### src/rtl/hazard_pipe_ctrl_if.sv
// rtl/hazard_pipe_ctrl_if.sv - ID-stage hazard inputs and IF/ID/PC control outputs
interface hazard_pipe_ctrl_if #(
  parameter int CNT_W = 16
);
  logic [4:0]       id_rs;
  logic [4:0]       id_rt;
  logic             id_uses_rt;
  logic             ex_memread;
  logic [4:0]       ex_rt;
  logic             id_branch_tk;
  logic             id_jump;
  logic             imem_ready;
  logic             pc_write;
  logic             ifid_load;
  logic             ifid_flush;
  logic             idex_bubble;
  logic             stall_active;
  logic [CNT_W-1:0] stall_count;
  logic [CNT_W-1:0] flush_count;

  // Decode/memory side drives the hazard inputs and consumes the controls.
  modport master (
    output id_rs, id_rt, id_uses_rt, ex_memread, ex_rt,
           id_branch_tk, id_jump, imem_ready,
    input  pc_write, ifid_load, ifid_flush, idex_bubble,
           stall_active, stall_count, flush_count
  );

  modport slave (
    input  id_rs, id_rt, id_uses_rt, ex_memread, ex_rt,
           id_branch_tk, id_jump, imem_ready,
    output pc_write, ifid_load, ifid_flush, idex_bubble,
           stall_active, stall_count, flush_count
  );
endinterface

### src/rtl/hazard_pipe_ctrl.sv
// rtl/hazard_pipe_ctrl.sv - load-use / branch / imem-wait hazard sequencer for IF/ID and PC
module hazard_pipe_ctrl #(
  parameter int LU_STALLS = 1,
  parameter int CNT_W     = 16
) (
  input  logic              clock,
  input  logic              reset,
  hazard_pipe_ctrl_if.slave hz
);

  typedef enum logic [1:0] {
    ST_RUN,
    ST_STALL,
    ST_WAIT
  } state_e;

  localparam logic [1:0] LU_REM = 2'(LU_STALLS - 1);

  state_e           state_q, state_d;
  logic [1:0]       rem_q, rem_d;
  logic [CNT_W-1:0] stall_cnt_q, stall_cnt_d;
  logic [CNT_W-1:0] flush_cnt_q, flush_cnt_d;

  logic lu, br;
  logic pc_write, ifid_load, ifid_flush, idex_bubble;

  // $zero is never written, so a load targeting it cannot create a hazard.
  assign lu = hz.ex_memread && (hz.ex_rt != 5'd0) &&
              ((hz.ex_rt == hz.id_rs) || (hz.id_uses_rt && (hz.ex_rt == hz.id_rt)));
  assign br = hz.id_branch_tk || hz.id_jump;

  always_ff @(posedge clock or posedge reset) begin
    if (reset) begin
      state_q     <= ST_RUN;
      rem_q       <= 2'd0;
      stall_cnt_q <= '0;
      flush_cnt_q <= '0;
    end else begin
      state_q     <= state_d;
      rem_q       <= rem_d;
      stall_cnt_q <= stall_cnt_d;
      flush_cnt_q <= flush_cnt_d;
    end
  end

  always_comb begin
    state_d     = state_q;
    rem_d       = rem_q;
    pc_write    = 1'b1;
    ifid_load   = 1'b1;
    ifid_flush  = 1'b0;
    idex_bubble = 1'b0;
    unique case (state_q)
      ST_RUN: begin
        if (!hz.imem_ready) begin
          pc_write    = 1'b0;
          ifid_load   = 1'b0;
          idex_bubble = 1'b1;
          state_d     = ST_WAIT;
        end else if (lu) begin
          // A pending branch is dropped here; ID re-resolves it once the load clears.
          pc_write    = 1'b0;
          ifid_load   = 1'b0;
          idex_bubble = 1'b1;
          rem_d       = LU_REM;
          state_d     = (LU_REM != 2'd0) ? ST_STALL : ST_RUN;
        end else if (br) begin
          ifid_flush  = 1'b1;
        end
      end
      ST_STALL: begin
        pc_write    = 1'b0;
        ifid_load   = 1'b0;
        idex_bubble = 1'b1;
        rem_d       = rem_q - 2'd1;
        if (rem_q <= 2'd1) begin
          state_d = ST_RUN;
        end
      end
      ST_WAIT: begin
        // The ready cycle still holds the pipe; fetch resumes from RUN next cycle.
        pc_write    = 1'b0;
        ifid_load   = 1'b0;
        idex_bubble = 1'b1;
        if (hz.imem_ready) begin
          state_d = ST_RUN;
        end
      end
      default: begin
        state_d = ST_RUN;
      end
    endcase
  end

  always_comb begin
    stall_cnt_d = stall_cnt_q;
    flush_cnt_d = flush_cnt_q;
    if (!pc_write && (stall_cnt_q != '1)) begin
      stall_cnt_d = stall_cnt_q + 1'b1;
    end
    if (ifid_flush && (flush_cnt_q != '1)) begin
      flush_cnt_d = flush_cnt_q + 1'b1;
    end
  end

  assign hz.pc_write     = pc_write;
  assign hz.ifid_load    = ifid_load;
  assign hz.ifid_flush   = ifid_flush;
  assign hz.idex_bubble  = idex_bubble;
  assign hz.stall_active = (state_q != ST_RUN);
  assign hz.stall_count  = stall_cnt_q;
  assign hz.flush_count  = flush_cnt_q;

endmodule

### src/flat_wrapper.sv
// flat-port wrapper written by rule: the top's interface ports become plain ports
module hazard_pipe_ctrl_flat 
#(
  parameter int LU_STALLS = 1,
  parameter int CNT_W     = 16
)
  (clock, reset, hz_id_rs, hz_id_rt, hz_id_uses_rt, hz_ex_memread, hz_ex_rt, hz_id_branch_tk, hz_id_jump, hz_imem_ready, hz_pc_write, hz_ifid_load, hz_ifid_flush, hz_idex_bubble, hz_stall_active, hz_stall_count, hz_flush_count);
  hazard_pipe_ctrl_if #(.CNT_W(CNT_W)) hz_i ();
  input  logic clock;
  input  logic reset;
  input wire logic [$bits(hz_i.id_rs)-1:0] hz_id_rs;
  input wire logic [$bits(hz_i.id_rt)-1:0] hz_id_rt;
  input wire logic [$bits(hz_i.id_uses_rt)-1:0] hz_id_uses_rt;
  input wire logic [$bits(hz_i.ex_memread)-1:0] hz_ex_memread;
  input wire logic [$bits(hz_i.ex_rt)-1:0] hz_ex_rt;
  input wire logic [$bits(hz_i.id_branch_tk)-1:0] hz_id_branch_tk;
  input wire logic [$bits(hz_i.id_jump)-1:0] hz_id_jump;
  input wire logic [$bits(hz_i.imem_ready)-1:0] hz_imem_ready;
  output wire logic [$bits(hz_i.pc_write)-1:0] hz_pc_write;
  output wire logic [$bits(hz_i.ifid_load)-1:0] hz_ifid_load;
  output wire logic [$bits(hz_i.ifid_flush)-1:0] hz_ifid_flush;
  output wire logic [$bits(hz_i.idex_bubble)-1:0] hz_idex_bubble;
  output wire logic [$bits(hz_i.stall_active)-1:0] hz_stall_active;
  output wire logic [$bits(hz_i.stall_count)-1:0] hz_stall_count;
  output wire logic [$bits(hz_i.flush_count)-1:0] hz_flush_count;
  assign hz_i.id_rs = hz_id_rs;
  assign hz_i.id_rt = hz_id_rt;
  assign hz_i.id_uses_rt = hz_id_uses_rt;
  assign hz_i.ex_memread = hz_ex_memread;
  assign hz_i.ex_rt = hz_ex_rt;
  assign hz_i.id_branch_tk = hz_id_branch_tk;
  assign hz_i.id_jump = hz_id_jump;
  assign hz_i.imem_ready = hz_imem_ready;
  assign hz_pc_write = hz_i.pc_write;
  assign hz_ifid_load = hz_i.ifid_load;
  assign hz_ifid_flush = hz_i.ifid_flush;
  assign hz_idex_bubble = hz_i.idex_bubble;
  assign hz_stall_active = hz_i.stall_active;
  assign hz_stall_count = hz_i.stall_count;
  assign hz_flush_count = hz_i.flush_count;
  hazard_pipe_ctrl #(.LU_STALLS(LU_STALLS), .CNT_W(CNT_W)) u_core (.clock(clock), .reset(reset), .hz(hz_i));
endmodule
### config.mk
export PLATFORM = sky130hd
export DESIGN_NAME = hazard_pipe_ctrl_flat
export DESIGN_NICKNAME = d
export VERILOG_FILES = /design/src/rtl/hazard_pipe_ctrl_if.sv /design/src/rtl/hazard_pipe_ctrl.sv /design/src/flat_wrapper.sv
export SDC_FILE = /design/constraint.sdc
export NUM_CORES = 1
export LEC_CHECK = 0
export CAP_MARGIN = 10
export CORE_UTILIZATION = 44
export CTS_CLUSTER_SIZE = 12
export DETAILED_ROUTE_END_ITERATION = 6
export PLACE_DENSITY = 0.77
export SYNTH_ARGS = -nofsm -noshare
export SYNTH_HDL_FRONTEND = slang
export SYNTH_SLANG_ARGS = --single-unit
### constraint.sdc
create_clock -name clock -period 1.93 [get_ports clock]
set_input_delay 0.193 -clock clock [delete_from_list [all_inputs] [get_ports clock]]
set_output_delay 0.193 -clock clock [all_outputs]
set_load 0.005 [all_outputs]
==> impl_metrics.ini <==
[timing]
hold_violations = 0
finClkSkew_ns = 0.00608
report.final.slew_viol_count = 0
fin_crit_sh_pct = 94.3
rsz0062_at_grt = false
max_freq_ghz = 0.549
setup_viol = 0
min_period_ns = 1.82
worst_pin_slew_ns = 0.418
relSlewSlack_pct = 72.2

[synth]
synth-edff-count = 0
syn-num-nets = 200
synth_cells = 176
ys_seq_area_share_pct = 44.5
syn_area_per_cell_um2 = 10.5
ys.flop_type = dfrtp_1
yosys_warnings = 0
async_flop_share_pct = 100
ys_seq_elements = 33
synth.cell_area_um2 = 1860
yosysUniqueCellTypes = 39

[routing]
wirelength_um = 4440
avgViaCountPerCell = 5.38
first_pass_iters = 5
drt_iter0_drc = 92
post_drt_wl_per_cell_um = 14.3
routed-via-count = 1673
ant_nets = 0
drc = 0

[power_and_ir_drop]
powerDensity_nw_per_um2 = 879
total_power_uw = 2440
p_leak_uw = 0.00120
max-vdd-ir-drop_mv = 0.517

[run]
max_cap_viol_count = 0

[die]
fp.dieW_um = 66.9
die-area_um2 = 4480
start_util_pct = 46.1
rows = 23
fp.dieH_um = 66.9
ios = 59
coreArea_um2 = 4030

[place]
routabilityCongestion = 0.835
hpwl_um = 3150
port_buffers = 58
dpl.cell_count = 298

[worst_setup_path]
worstRegToRegCells = 7
crit_required_ns = 1.74
cp-end-kind = output pin
arrival_ns = 1.63
start_kind = primary input
r2r_slack_ns = 0.15
regToRegStartpoint = u_core.hz.stall_count[11]$_DFFE_PP0P_
rr_endpoint = u_core.hz.stall_count[13]$_DFFE_PP0P_
crit_path_max_fanout = 3
worst-setup-path-type = primary input to output pin

[min_path]
worst_hold_path_type = primary input to asynchronous set/reset pin

[cts]
clockBufferDepth = 2
clk_latency_ns = 0.30
cts_sinks = 33
cts.clk_slew.worst_paths_ns = 0.07
clock-root-buffer = clkbuf_8
htreeDepth = 2
cts_hold_buf = 0
cts_inserted_buffers = 5
cts_tree = built

[global_route]
grt_pass1_vias = 1571
grt_max_degree = 34
grt_overflow_total = 0
grtUsageTotal_pct = 21.9
antenna_found_initial = 0
grt_pass1_wl_um = 7120

[layout]
final_util_pct = 68.8
area_growth_pct = 49.4
diodes = 0
drive_gt1_share_pct = 19.9
nets = 284
nFillCells = 320
finalNonFillerCells = 311

[status]
status = finished, final reports clean
-- registers in the layout, indices dropped and copies added, names as in the netlist --
register	count
u_core.hz.stall_count	16
u_core.hz.flush_count	16
u_core.state_q	1
-- final cells by class --
cell class	instances	area, um^2	share of cell area, %
tap	50	62.6	2.26
inverter	5	18.8	0.677
sequential	33	826	29.8
clock buffer	7	86.3	3.11
clock inverter	1	30.0	1.08
multi-input combinational	135	1000	36.1
timing repair buffer	80	747	26.9
-- cell families (layout without fill, tap and decap cells) --
family                     after synthesis  count (layout)  share of synthesized area [%]
adders and majority gates                2               2                           1.35
and+or+nand+nor                         82              82                           27.3
DFF                                     33              33                           44.5
AOI/OAI and AO/OA                       14              14                           6.27
muxes                                    2               2                           1.42
buffers and inverters                    8              93                           2.63
xor gates and xnor gates                35              35                           16.5
-- Yosys cell counts (3+ instances only) --
master	instances	area, um^2
and4_1	3	26.3
xor2_1	16	140
nand3_1	10	50.1
nand2_1	12	45.0
a21oi_1	3	15.0
inv_1	3	11.3
nor3_1	4	20.0
nand4_1	13	81.3
xnor2_1	19	166
and3_1	9	56.3
nor2_1	12	45.0
nor4_2	4	50.1
dfrtp_1	33	826
a31oi_1	4	25.0
-- cells in the final DEF, fill, tap and decap left out, types with 2 or more instances in the layout --
cell type and count:
dfrtp_1 33, nand4b_1 2, nor3_2 2, and4_1 3, dlymetal6s2s_1 2, nor3_1 3, inv_2 2, a21oi_1 3
ha_1 2, clkdlybuf4s50_1 45, a31oi_1 4, buf_6 4, xnor2_1 19, clkdlybuf4s15_1 2, mux2_4 2, buf_4 17
xor2_1 16, nor2_1 12, inv_1 3, nand4_1 13, o21ai_4 2, dlygate4sd2_1 6, and3_1 9, buf_2 2
nand3_1 10, nand2_1 12, and2_1 2, nor4_2 5, clkbuf_8 6
-- through the flow --
step	setup slack, ns	area [um^2]	setup TNS [ns]	hold slack [ns]
CTS	-0.00336	2770	-0.00336	0.300
finish	0.110	2770	0	0.278
floorplan	0.194	1860	0	0.261
detailed placement	-0.468	2600	-10.82	0.480
global placement	-0.453	2600	-9.77	0.474
global route	0.00284	2770	0	0.337
-- layer usage --
metal  part of all wire [%]  GRT usage (%)
met5                      0              0
met4                    1.6           10.4
met3                    4.8           4.62
met2                     53           38.5
met1                     41           25.0
-- worst max-delay path by stage --
stage,from,to,slack [ns],cells after the start
3_5_place_dp,hz_ex_rt[3],hz_idex_bubble,-0.47,6
4_1_cts,hz_id_rt[1],hz_idex_bubble,-0.003,7
3_3_place_gp,hz_ex_rt[3],hz_idex_bubble,-0.45,6
5_1_grt,hz_id_rs[0],u_core.hz.flush_count[14]$_DFFE_PP0P_,0.003,9
2_1_floorplan,u_core.hz.stall_count[10]$_DFFE_PP0P_,u_core.hz.stall_count[1]$_DFFE_PP0P_,0.19,6
6_report,hz_ex_rt[0],hz_idex_bubble,0.11,7
-- power breakdown --
group          switching (uW)  internal, uW
logic                     256           486
registers                 176           834
clock network             265           421
-- repair_timing --
action | 4_1_cts | 5_1_grt
resized for setup | 24 | 6
gates cloned | 1 | 0
setup buffers | 4 | 0
setup endpoints to repair | 22 | 28
pin swaps | 7 | 4
-- worst max-delay path, cell delays in order --
cell             delay, ns
clkdlybuf4s15_1       0.23
xor2_1                0.19
nor4_2                0.30
a32oi_2               0.19
o21ai_4               0.20
buf_6                 0.13
clkdlybuf4s15_2       0.19
(Power assumes the default switching activity.)
